File: config.mk
export PLATFORM = sky130hd
export DESIGN_NAME = syn_gpu_mulberry_arb
export DESIGN_NICKNAME = d
export VERILOG_FILES = /design/src/rtl/syn_global_pkg.sv /design/src/rtl/syn_gpu_pkg.sv /design/src/rtl/syn_rr_arb.sv /design/src/rtl/syn_gpu_mulberry_arb.sv
export SDC_FILE = /design/constraint.sdc
export NUM_CORES = 1
export LEC_CHECK = 0
export BUFFER_PORTS_ARGS = -buffer_cell sky130_fd_sc_hd__clkbuf_2
export CORE_MARGIN = 4
export CORE_UTILIZATION = 40
export DETAILED_ROUTE_END_ITERATION = 8
export PLACE_DENSITY = 0.75
export SETUP_SLACK_MARGIN = 0.1
export SLEW_MARGIN = 25
export SYNTH_ARGS = -nofsm -noshare
export SYNTH_HDL_FRONTEND = slang
export SYNTH_SLANG_ARGS = --single-unit
File: constraint.sdc
create_clock -name clk_ir -period 2.9 [get_ports clk_ir]
set_input_delay 0.29 -clock clk_ir [delete_from_list [all_inputs] [get_ports clk_ir]]
set_output_delay 0.29 -clock clk_ir [all_outputs]
set_load 0.02 [all_outputs]
File: src/rtl/syn_global_pkg.sv
// syn_global_pkg: widths shared by every GPU block.
//   P_32B_W  native datapath width
package syn_global_pkg;
  localparam int P_32B_W = 32;
endpackage

File: src/rtl/syn_gpu_pkg.sv
// syn_gpu_pkg: mulberry bus types shared by the GPU requesters and the math-unit arbiter.
//   sid_t        request opcode on the mulberry bus (idle / multiply / divide)
//   P_16B_W      operand half width; operands travel as {opA[31:16], opB[15:0]}
//   arb_state_t  arbiter FSM states
package syn_gpu_pkg;
  typedef enum logic [1:0] {
    SID_IDLE = 2'd0,
    SID_MUL  = 2'd1,
    SID_DIV  = 2'd2
  } sid_t;

  localparam int P_16B_W = 16;

  typedef enum logic [1:0] {
    IDLE_S     = 2'd0,
    ISSUE_S    = 2'd1,
    WAIT_RES_S = 2'd2
  } arb_state_t;
endpackage

File: src/rtl/syn_rr_arb.sv
// syn_rr_arb: combinational round-robin picker.
//   req      pending vector, one bit per requester
//   ptr      index of the last served requester; search starts at ptr+1
//   gnt_idx  first pending index found searching upward from ptr+1 with wrap
//   gnt_vld  at least one requester pends
module syn_rr_arb #(
  parameter  int P_NUM_REQ = 4,
  localparam int IDX_W     = (P_NUM_REQ > 1) ? $clog2(P_NUM_REQ) : 1
) (
  input  logic [P_NUM_REQ-1:0] req,
  input  logic [IDX_W-1:0]     ptr,
  output logic [IDX_W-1:0]     gnt_idx,
  output logic                 gnt_vld
);
  int cand;

  always_comb begin
    gnt_idx = '0;
    gnt_vld = 1'b0;
    cand    = 0;
    // off runs 1..N so the last served requester is considered last
    for (int off = 1; off <= P_NUM_REQ; off++) begin
      cand = (int'(ptr) + off) % P_NUM_REQ;
      if (!gnt_vld && req[IDX_W'(cand)]) begin
        gnt_vld = 1'b1;
        gnt_idx = IDX_W'(cand);
      end
    end
  end
endmodule

File: src/rtl/syn_gpu_mulberry_arb.sv
// syn_gpu_mulberry_arb: shares one mulberry math unit between P_NUM_REQ requesters.
// One operation in flight; round-robin grant; result routed back to the owner;
// a watchdog forces an all-ones error result if the math unit never answers.
// Ports:
//   clk_ir, rst_sync            clock, synchronous active-high reset
//   req_sid/req_data            per-requester opcode (2b slices) and operands
//   req_rdy                     1-cycle pulse: request i accepted by the math unit
//   res_valid/res               1-cycle pulse per requester, shared result bus
//   math_sid/math_data/math_rdy request handshake towards the math unit
//   math_res_valid/math_res     math unit result strobe and data
//   timeout_err/timeout_cnt     watchdog expiry pulse and saturating expiry count
module syn_gpu_mulberry_arb
  import syn_global_pkg::*;
  import syn_gpu_pkg::*;
#(
  parameter int P_NUM_REQ = 4,
  parameter int P_DATA_W  = P_32B_W,
  parameter int P_TIMEOUT = 256,
  parameter int P_TOCNT_W = 8
) (
  input  logic                          clk_ir,
  input  logic                          rst_sync,
  input  logic [2*P_NUM_REQ-1:0]        req_sid,
  input  logic [P_DATA_W*P_NUM_REQ-1:0] req_data,
  output logic [P_NUM_REQ-1:0]          req_rdy,
  output logic [P_NUM_REQ-1:0]          res_valid,
  output logic [P_DATA_W-1:0]           res,
  output logic [1:0]                    math_sid,
  output logic [P_DATA_W-1:0]           math_data,
  input  logic                          math_rdy,
  input  logic                          math_res_valid,
  input  logic [P_DATA_W-1:0]           math_res,
  output logic                          timeout_err,
  output logic [P_TOCNT_W-1:0]          timeout_cnt
);
  localparam int IDX_W = (P_NUM_REQ > 1) ? $clog2(P_NUM_REQ) : 1;
  localparam int WD_W  = $clog2(P_TIMEOUT);

  logic [P_NUM_REQ-1:0] pend;
  logic [IDX_W-1:0]     rr_idx;
  logic                 rr_vld;
  logic [1:0]           sel_sid;
  logic [P_DATA_W-1:0]  sel_data;

  arb_state_t           state_q,       state_d;
  logic [IDX_W-1:0]     gnt_idx_q,     gnt_idx_d;
  logic [IDX_W-1:0]     ptr_q,         ptr_d;
  sid_t                 math_sid_q,    math_sid_d;
  logic [P_DATA_W-1:0]  math_data_q,   math_data_d;
  logic [P_NUM_REQ-1:0] req_rdy_q,     req_rdy_d;
  logic [P_NUM_REQ-1:0] res_valid_q,   res_valid_d;
  logic [P_DATA_W-1:0]  res_q,         res_d;
  logic                 timeout_err_q, timeout_err_d;
  logic [P_TOCNT_W-1:0] timeout_cnt_q, timeout_cnt_d;
  logic [WD_W-1:0]      wd_q,          wd_d;

  for (genvar gi = 0; gi < P_NUM_REQ; gi++) begin : g_pend
    assign pend[gi] = (req_sid[2*gi +: 2] != 2'(SID_IDLE));
  end

  syn_rr_arb #(.P_NUM_REQ(P_NUM_REQ)) u_rr (
    .req     (pend),
    .ptr     (ptr_q),
    .gnt_idx (rr_idx),
    .gnt_vld (rr_vld)
  );

  // Operand mux for the winner; constant slices keep the select width-clean.
  always_comb begin
    sel_sid  = '0;
    sel_data = '0;
    for (int i = 0; i < P_NUM_REQ; i++) begin
      if (rr_idx == IDX_W'(i)) begin
        sel_sid  = req_sid[2*i +: 2];
        sel_data = req_data[i*P_DATA_W +: P_DATA_W];
      end
    end
  end

  always_comb begin
    state_d       = state_q;
    gnt_idx_d     = gnt_idx_q;
    ptr_d         = ptr_q;
    math_sid_d    = math_sid_q;
    math_data_d   = math_data_q;
    req_rdy_d     = '0;
    res_valid_d   = '0;
    res_d         = res_q;
    timeout_err_d = 1'b0;
    timeout_cnt_d = timeout_cnt_q;
    wd_d          = wd_q;
    case (state_q)
      IDLE_S: begin
        if (rr_vld) begin
          // Latch everything now so the requester may drop sid after req_rdy.
          gnt_idx_d   = rr_idx;
          math_sid_d  = sid_t'(sel_sid);
          math_data_d = sel_data;
          state_d     = ISSUE_S;
        end
      end
      ISSUE_S: begin
        if (math_rdy) begin
          req_rdy_d[gnt_idx_q] = 1'b1;
          math_sid_d           = SID_IDLE;
          wd_d                 = '0;
          state_d              = WAIT_RES_S;
        end
      end
      WAIT_RES_S: begin
        // A result arriving in the expiry cycle wins over the watchdog.
        if (math_res_valid) begin
          res_d                  = math_res;
          res_valid_d[gnt_idx_q] = 1'b1;
          ptr_d                  = gnt_idx_q;
          state_d                = IDLE_S;
        end else if (wd_q == WD_W'(P_TIMEOUT - 1)) begin
          res_d                  = '1;
          res_valid_d[gnt_idx_q] = 1'b1;
          timeout_err_d          = 1'b1;
          if (timeout_cnt_q != '1) timeout_cnt_d = timeout_cnt_q + 1'b1;
          ptr_d                  = gnt_idx_q;
          state_d                = IDLE_S;
        end else begin
          wd_d = wd_q + 1'b1;
        end
      end
      default: state_d = IDLE_S;
    endcase
  end

  always_ff @(posedge clk_ir) begin
    if (rst_sync) begin
      state_q       <= IDLE_S;
      gnt_idx_q     <= '0;
      ptr_q         <= IDX_W'(P_NUM_REQ - 1);  // requester 0 wins first
      math_sid_q    <= SID_IDLE;
      math_data_q   <= '0;
      req_rdy_q     <= '0;
      res_valid_q   <= '0;
      res_q         <= '0;
      timeout_err_q <= 1'b0;
      timeout_cnt_q <= '0;
      wd_q          <= '0;
    end else begin
      state_q       <= state_d;
      gnt_idx_q     <= gnt_idx_d;
      ptr_q         <= ptr_d;
      math_sid_q    <= math_sid_d;
      math_data_q   <= math_data_d;
      req_rdy_q     <= req_rdy_d;
      res_valid_q   <= res_valid_d;
      res_q         <= res_d;
      timeout_err_q <= timeout_err_d;
      timeout_cnt_q <= timeout_cnt_d;
      wd_q          <= wd_d;
    end
  end

  assign req_rdy     = req_rdy_q;
  assign res_valid   = res_valid_q;
  assign res         = res_q;
  assign math_sid    = math_sid_q;
  assign math_data   = math_data_q;
  assign timeout_err = timeout_err_q;
  assign timeout_cnt = timeout_cnt_q;
endmodule
==> summary.log, run 1 <==
[run_status] result of the run complete, no violations
[cells_and_area] Inserted Diodes 0
[global_route] pin count of the biggest net entering global routing 55
[global_route] met3 Use GR 6.18%
[die] starting density of the core 41.2%
[setup_path] CP endpoint kind register
[yosys] Synthesized Nets 727
[die] Ports 255
[die] total core area 0.0109 sq mm
[sta] total negative setup slack 0 ps
[yosys] average instance area after synthesis 8.15 sq um
[yosys] FFs w/ async S/R, synth 0%
[power] VDD IR max 0.000377 V
[sta] worst hold slack across all endpoints 204 ps
[sta] Relative slew margins 45.2%
[global_route] initial antenna violation count 0
[cts] clock tree from TritonCTS done
[setup_path] Worst Setup Path Type register to register
[setup_path] Worst Path Arrival 2370 ps
[drt] via count 5,176
[cts] clock root buffer master clkbuf_16
[yosys] number of library cell types mapped by synthesis 52
[cts] Max clock buf depth 2
[yosys] post-synthesis instance total 553
[cells_and_area] fraction of layout instances using a drive strength above 1 37.1%
[placement] dpl cells 918
[cells_and_area] total of fill cells in the finished design 992
[global_route] global routing's busiest layer met2
[sta] max-slew violation count 0
[sta] Layout Skew 7.87 ps
[cts] clock sinks 97
[die] row cnt 38
[drt] Routed Antenna Nets 0
[cells_and_area] final core utilization 56.6%
[yosys] share of the yosys chip area belonging to registers 43.1%
[cells_and_area] final cell count without fillers 933
[power] Power per Cell Area 537 mW/mm^2
[global_route] met2 Track Usage GR 39.9%
[global_route] GRT Residual Overflow 0
[global_route] fraction of met1 tracks used by global routing 28.0%
[yosys] top cells by area in the synthesized netlist dfxtp_1 (43%), nor2_1 (8.1%), a211oi_1 (6.3%)
[flow_run] max-capacitance violation count 0
[die] Die Footprint 0.0130 sq mm
[power] total leakage power 0.00282 uW
[cells_and_area] Layout Area Growth over Synthesis 37.2%
[cts] number of buffers created by CTS 9
[cts] Post-CTS Hold Fix Bufs 0
[cells_and_area] Non-Filler Cell Area, Final 0.00619 sq mm
[sta] number of failing hold endpoints at the final stage 0
[yosys] number of enable flip-flop cells after synthesis 0
[yosys] post-synth top area cell dfxtp_1
[hold_path] classification of the worst-slack hold path input port to register
[yosys] area of the mapped netlist 0.00451 sq mm
[cts] clock network latency to the later pin of the worst-skew pair 340 ps
[yosys] number of flip-flops and latches in the synthesized netlist 97
[global_route] vias in the first global route 5,015
[setup_path] required time at the worst-slack endpoint 3110 ps
[drt] post-DR wirelength/cell 16.8 um
[yosys] top_reg_cell synth dfxtp_1
[die] Chip Width 114 um
[sta] Final setup violation count 0
[drt] number of vias per cell 5.55
[drt] iteration-0 DRC count of the detailed router 372
[setup_path] kind of start point of the critical path register
[drt] first-pass detailed-route iteration total 5
[drt] residual DRC count 0
[cts] buffers inserted by post-CTS timing repair 0
[die] die extent in y 114 um
[sta] FMAX 462 MHz
[global_route] global-route wire length before repair 24,600 um
[placement] dpl cell area 0.00587 sq mm
[placement] Final HPWL DP 12,100 um
[placement] port bufs 254
[cts] Clk pin slew, worst setup/hold paths 70 ps
[global_route] total track usage 23.3%
[drt] Final Routed Wirelength 15,700 um
[setup_path] largest fanout of any net on the critical path 24
[cts] cts repair resizes 0
[yosys] Warnings, synthesis 0
[sta] Worst Max-Slew Pin Slew 816 ps
[placement] weighted congestion at the end of routability-driven global placement 0.871
[yosys] top-area cell type share of the netlist area 43.1%
[sta] time the worst path needs with I/O delays and setup 2160 ps
[sta] unrepaired setup endpoints after global routing no
[cts] count of H-tree levels built during CTS 3
[cells_and_area] post-layout net count 963
[sta] ratio of final minimum period to clock period 74.6%
## worst max-delay path, stage by stage, from the launching register on
cell,delay [ps]
dfxtp_1,530
o21ai_0,280
o221ai_2,270
nand2_2,330
a2111oi_0,550
nor3_1,80
## state kept, by name (all words and copies together) (netlist names)
register	cells
gnt_idx_q	2
math_data	32
math_sid	2
ptr_q	2
req_rdy	4
res	32
res_valid	4
state_q	2
timeout_cnt	8
timeout_err	1
wd_q	8
## synth_stat cells, drive strengths merged, types with 3 or more instances
cell type,number
nand3b,3
o21ai,37
a21o,8
nor2,98
and3,24
inv,3
nand3,17
nor3b,3
a211oi,38
nand2b,4
a221oi,7
xnor2,12
nand2,44
buf,16
clkbuf,27
nor3,40
o221ai,26
and2,3
a21oi,7
nor4,6
dfxtp,97
## layout by cell type, fill, tap and decap left out, types with 4 or more instances in the layout
cell type	n
clkbuf_2	254
nor2_1	97
dfxtp_1	97
nand2_1	42
nor3_1	40
a211oi_1	38
o21ai_0	27
o221ai_1	25
and3_1	24
nand3_1	17
buf_4	14
xnor2_1	12
o21ai_1	10
clkbuf_16	9
a21o_1	8
a21oi_1	7
a221oi_1	7
nor4_1	6
nand2b_1	4
## worst paths after layout
| path | start | to | slack [ps] | cells past startpoint |
|---|---|---|---|---|
| max | ptr_q[1]$_SDFFE_PP1P_ | math_sid[0]$_SDFFE_PP0P_ | 740 | 5 |
| min | math_res[3] | res[3]$_SDFFE_PP0P_ | 200 | 3 |
| max reg2reg | ptr_q[1]$_SDFFE_PP1P_ | math_sid[0]$_SDFFE_PP0P_ | 740 | 5 |
| min reg2reg | math_data[14]$_SDFFE_PP0P_ | math_data[14]$_SDFFE_PP0P_ | 450 | 2 |
## cell families after synthesis
group	Yosys count	synth area share (%)
AND/OR/NAND/NOR	257	27.3
AO/OA/AOI/OAI	137	21.8
flip-flops	97	43.1
buffers and inverters	46	4.52
XOR/XNOR	12	2.33
multiplexers	2	0.444
adder cells (fa/ha/maj)	2	0.555
## through the flow
stage,setup WS [ps],power [uW]
4_1_cts,791,3350
3_3_place_gp,795,2060
6_report,738,3320
3_5_place_dp,712,2080
2_1_floorplan,1110,1810
5_1_grt,552,3480
## area by class of cell
| class | count | area, sq um | share of cell area [%] |
|---|---|---|---|
| Multi-Input combinational cell | 410 | 2370 | 38.2 |
| Sequential cell | 97 | 1940 | 31.4 |
| Timing Repair Buffer | 268 | 1380 | 22.2 |
| Clock buffer | 9 | 225 | 3.64 |
| Tap cell | 140 | 175 | 2.83 |
| Clock inverter | 6 | 90.1 | 1.46 |
| Inverter | 3 | 11.3 | 0.182 |
## report_power, final
part	switching, uW	leakage (uW)	internal [uW]
clock network	517	0.000152	756
registers	48.6	0.000791	1410
logic	354	0.00187	241
total	920	0.00282	2400
## layer usage
layer	vias to the layer above	routed length [um]
li1	2486	-
met1	2416	6320
met4	0	364
met2	243	7740
met3	31	1260
met5	-	0
No activity file was read; power rests on OpenSTA's default activity.
==> run 2, diff against run 1 <==
clock period = 2.2 ns   (was 2.9 ns; I/O delays follow)
==> summary.log, run 2 (synthesis results as in run 1) <==
[run_status] result of the run complete, no violations
[global_route] initial antenna violation count 0
[die] total core area 0.0109 sq mm
[drt] Routed Antenna Nets 0
[setup_path] CP max stage delay 530 ps
[sta] time the worst path needs with I/O delays and setup 1970 ps
[sta] total negative setup slack 0 ps
[flow_run] max-capacitance violation count 0
[cells_and_area] fraction of layout instances using a drive strength above 1 37.6%
[sta] Final setup violation count 0
[sta] ratio of final minimum period to clock period 89.5%
[die] Ports 255
[cts] Post-CTS Hold Fix Bufs 0
[hold_path] Worst Min Path Start math_res[2]
[drt] residual DRC count 0
[cts] Clk pin slew, worst setup/hold paths 70 ps
[setup_path] Buf/Inv on CP 0
[setup_path] minimum setup slack among reg-to-reg paths 230 ps
[setup_path] Worst Setup Path Type register to register
[placement] Final HPWL DP 12,200 um
[global_route] global-route wire length before repair 25,500 um
[drt] first-pass detailed-route iteration total 5
[hold_path] depth of the worst hold-timing path 3
[sta] max-slew violation count 0
[sta] Worst Max-Slew Pin Slew 679 ps
[placement] pre-CTS setup slack -125 ps
[placement] weighted congestion at the end of routability-driven global placement 0.962
[setup_path] cell with the largest stage delay on the worst path or3b_1
[cells_and_area] most used cells in the layout excluding fill and tap cells clkbuf_2 (254), nor2_1 (97), dfxtp_1 (96), nand2_1 (43), nor3_1 (40)
[hold_path] classification of the worst-slack hold path input port to register
[global_route] total track usage 24.1%
[cts] clock tree from TritonCTS done
[setup_path] required time at the worst-slack endpoint 2400 ps
[die] Chip Width 114 um
[die] Die Footprint 0.0130 sq mm
[cts] number of buffers created by CTS 9
[cts] clock sinks 97
[setup_path] worst r2r path cells 6
[drt] via count 5,200
[cells_and_area] total of fill cells in the finished design 1,015
[die] row cnt 38
[cells_and_area] Inserted Diodes 0
[power] VDD IR max 0.000600 V
[setup_path] largest fanout of any net on the critical path 9
[setup_path] Worst Path Arrival 2170 ps
[drt] post-DR wirelength/cell 17.1 um
[sta] Relative slew margins 54.7%
[setup_path] kind of start point of the critical path register
[sta] least setup slack across all paths after layout 232 ps
[setup_path] capturing point of the worst reg2reg path timeout_cnt[6]$_SDFFE_PP0P_
[cells_and_area] post-layout net count 965
[power] Power per Cell Area 692 mW/mm^2
[hold_path] Endpoint, Worst Hold res[2]$_SDFFE_PP0P_
[drt] Final Routed Wirelength 16,000 um
[sta] FMAX 508 MHz
[global_route] GRT Residual Overflow 0
[cts] Max clock buf depth 2
[cts] clock root buffer master clkbuf_16
[drt] iteration-0 DRC count of the detailed router 360
[setup_path] cell family with most CP delay simple AND/OR/NAND/NOR gates
[sta] Layout Skew 7.44 ps
[die] die extent in y 114 um
[power] total leakage power 0.00283 uW
[setup_path] cells traversed along the worst timing path ha_1 > nand3_1 > or3b_1 > nor4_1 > xnor2_1 > nor2_1
[cells_and_area] Layout Area Growth over Synthesis 38.2%
[die] starting density of the core 41.2%
[setup_path] CP endpoint kind register
[global_route] pin count of the biggest net entering global routing 64
[drt] number of vias per cell 5.56
[cts] count of H-tree levels built during CTS 3
[setup_path] launch point of the worst reg-to-reg path wd_q[0]$_SDFFE_PP0P_
[cts] clock network latency to the later pin of the worst-skew pair 340 ps
[placement] port bufs 254
[global_route] vias in the first global route 5,159
[sta] number of failing hold endpoints at the final stage 0
[cells_and_area] most common library cell in the layout ignoring fill and taps clkbuf_2
[sta] unrepaired setup endpoints after global routing no
## run 2: final cells by class
cell class	count	area [sq um]	share of cell area, %
tap	140	175	2.81
clock buffer	10	239	3.83
clock inverter	6	67.6	1.08
multi-input combinational	410	2380	38.1
inverter	3	11.3	0.181
timing repair buffer	270	1420	22.8
sequential	97	1940	31.2
## run 2: metal layers
layer | vias to the layer above | GRT usage [%] | share of wire (%)
met5 | - | 0 | 0
met4 | 0 | 8.71 | 2.2
met3 | 32 | 6.45 | 8.1
met2 | 255 | 41.1 | 49
met1 | 2416 | 29.0 | 41
li1 | 2497 | - | -
## run 2: power breakdown
group	internal, uW	total, uW	switching [uW]
logic	328	804	476
clock network	914	1590	677
registers	1850	1920	66.4
## run 2: how the worst max path moves through the flow
stage	from	to	slack, ps	depth (start not counted)
2_1_floorplan	timeout_cnt[0]$_SDFFE_PP0P_	timeout_cnt[7]$_SDFFE_PP0P_	410	6
3_3_place_gp	req_sid[5]	math_data[24]$_SDFFE_PP0P_	20	7
3_5_place_dp	req_sid[5]	math_data[2]$_SDFFE_PP0P_	-130	7
4_1_cts	ptr_q[1]$_SDFFE_PP1P_	math_data[31]$_SDFFE_PP0P_	160	6
5_1_grt	wd_q[0]$_SDFFE_PP0P_	timeout_cnt[7]$_SDFFE_PP0P_	120	6
6_report	wd_q[0]$_SDFFE_PP0P_	timeout_cnt[6]$_SDFFE_PP0P_	230	6
## run 2: tightest hold or removal path, stage by stage
cell,delay (ps)
clkbuf_2,80
nor2_1,90
nor3_1,40
## run 2: repair_timing
action / CTS / global route
gates resized for setup: 1 / 5
pin swaps: 0 / 1
endpoints found under the setup margin: 12 / 33
buffers inserted: 0 / 1
## run 2: per-stage QoR
step                cells  total power, uW  hold slack (ps)  instance area, sq um  utilization (%)
floorplan             553             2380              391                  4510                -
global placement      919             2730              435                  5900             54.0
detailed placement    919             2750              441                  5900             54.0
CTS                   935             4350              120                  6210             56.8
global route          936             4510              130                  6230             57.0
finish                936             4310              135                  6230             57.0
==> run 3, diff against run 2 <==
PLACE_DENSITY = 0.78   (was 0.75)
clock period = 1.7 ns   (was 2.2 ns; I/O delays follow)
==> summary.log, run 3 (synthesis results as in run 1) <==
[power] Power per Cell Area 803 mW/mm^2
[sta] FMAX 598 MHz
[placement] pre-CTS setup slack -157 ps
[die] row cnt 38
[sta] max-slew violation count 0
[drt] via count 5,341
[setup_path] kind of start point of the critical path register
[drt] top routing layer in use met4
[drt] routed wl met2 8160 um
[sta] ratio of final minimum period to clock period 98.3%
[cts] clock sinks 97
[hold_path] classification of the worst-slack hold path input port to register
[global_route] total track usage 24.3%
[placement] weighted congestion at the end of routability-driven global placement 0.934
[drt] Routed Antenna Nets 0
[sta] least setup slack across all paths after layout 28.7 ps
[setup_path] start point of the critical path ptr_q[1]$_SDFFE_PP1P_
[cells_and_area] Layout Area Growth over Synthesis 59.3%
[setup_path] launch point of the worst reg-to-reg path ptr_q[1]$_SDFFE_PP1P_
[cts] Max clock buf depth 2
[cts] count of H-tree levels built during CTS 3
[sta] number of failing hold endpoints at the final stage 0
[cts] Clk pin slew, worst setup/hold paths 70 ps
[global_route] global-route wire length before repair 25,300 um
[power] VDD IR max 0.000812 V
[setup_path] Worst Setup Path Type register to register
[sta] unrepaired setup endpoints after global routing yes
[die] total core area 0.0109 sq mm
[drt] first-pass detailed-route iteration total 5
[setup_path] capturing point of the worst reg2reg path math_data[20]$_SDFFE_PP0P_
[placement] dpl cell area 0.00644 sq mm
[setup_path] Worst Path Arrival 1950 ps
[cts] clock tree from TritonCTS done
[cells_and_area] post-layout net count 1,020
[cells_and_area] most used cells in the layout excluding fill and tap cells clkbuf_2 (254), nor2_1 (96), dfxtp_1 (90), buf_4 (51), nand2_1 (41)
[setup_path] minimum setup slack among reg-to-reg paths 30 ps
[drt] residual DRC count 0
[setup_path] required time at the worst-slack endpoint 1980 ps
[drt] met1 WL 6790 um
[global_route] initial antenna violation count 0
[drt] post-DR wirelength/cell 16.9 um
[placement] port bufs 254
[sta] Final setup violation count 0
[cells_and_area] Non-Filler Cell Area, Final 0.00718 sq mm
[setup_path] worst r2r path cells 8
[flow_run] max-capacitance violation count 0
[cts] number of buffers created by CTS 9
[setup_path] capturing instance or port of the critical path math_data[20]$_SDFFE_PP0P_
[cts] clock network latency to the later pin of the worst-skew pair 350 ps
[drt] iteration-0 DRC count of the detailed router 433
[sta] total negative setup slack 0 ps
[sta] Layout Skew 6.44 ps
[global_route] vias in the first global route 5,069
[setup_path] CP endpoint kind register
[global_route] GRT Residual Overflow 0
[sta] time the worst path needs with I/O delays and setup 1670 ps
[cells_and_area] Inserted Diodes 0
[die] starting density of the core 41.2%
[power] total leakage power 0.00323 uW
[drt] Final Routed Wirelength 16,800 um
[sta] Relative slew margins 65.9%
[global_route] pin count of the biggest net entering global routing 49
[sta] Worst Max-Slew Pin Slew 512 ps
[drt] DR WL met3 1410 um
[die] die extent in y 114 um
[drt] number of vias per cell 5.39
[cells_and_area] most common library cell in the layout ignoring fill and taps clkbuf_2
[cells_and_area] fraction of layout instances using a drive strength above 1 49.0%
[die] Ports 255
[cts] clock root buffer master clkbuf_16
[die] Die Footprint 0.0130 sq mm
[die] Chip Width 114 um
[placement] Final HPWL DP 12,000 um
[cells_and_area] total of fill cells in the finished design 923
[run_status] result of the run complete, no violations
[setup_path] largest fanout of any net on the critical path 8
==> run 3: metal layers <==
layer  GRT usage, %  up-vias
met5              0        -
li1               -     2612
met4           8.08        0
met3           7.29       35
met1           30.9     2454
met2           39.5      240
==> run 3: final cells by class <==
type | instances | area, sq um | area share [%]
flip-flops and latches | 97 | 1950 | 27.2
clock buffers | 10 | 239 | 3.33
multi-input cells | 410 | 2740 | 38.2
clock inverters | 6 | 50.0 | 0.697
inverters | 3 | 11.3 | 0.157
repair buffers | 325 | 2010 | 28.0
well taps | 140 | 175 | 2.44
==> run 3: worst min-delay path by stage <==
stage | endpoint | slack, ps | start | cells past startpoint
after floorplan | math_data[0]$_SDFFE_PP0P_ | 330 | req_data[32] | 2
after global placement | res[24]$_SDFFE_PP0P_ | 430 | math_res[24] | 3
after detailed placement | res[11]$_SDFFE_PP0P_ | 440 | math_res[11] | 3
after CTS | res[16]$_SDFFE_PP0P_ | 60 | math_res[16] | 3
after global routing | res[1]$_SDFFE_PP0P_ | 70 | math_res[1] | 3
final | res[16]$_SDFFE_PP0P_ | 70 | math_res[16] | 3
==> run 3: where the power goes <==
part	switching (uW)	internal [uW]	leakage [uW]	total (uW)
logic	715	601	0.00229	1320
clock network	926	1050	0.000141	1980
registers	77.9	2400	0.000793	2470
total	1720	4050	0.00323	5770
==> run 3: critical path: stages, from the launching register on <==
cell and delay [ps]:
dfxtp_4 400, o21a_1 150, o22ai_1 70, a222oi_1 340, buf_4 200, buf_8 130, buf_12 140, a211oi_2 40
o21ai_1 130
==> run 3: repair_timing <==
action,4_1_cts,5_1_grt
pin swaps,10,18
hold buffers,0,0
setup endpoints to repair,45,83
setup buffers,3,2
cloned,1,3
resized for setup,24,68
==> run 3: metrics by stage <==
step | std cells | total power [uW] | utilization, % | hold WS, ps
global placement | 966 | 3650 | 58.9 | 427
detailed placement | 966 | 3660 | 58.9 | 435
global route | 991 | 6020 | 65.7 | 69.6
finish | 991 | 5770 | 65.7 | 72.8
floorplan | 553 | 3090 | - | 335
CTS | 986 | 5670 | 62.5 | 60.0
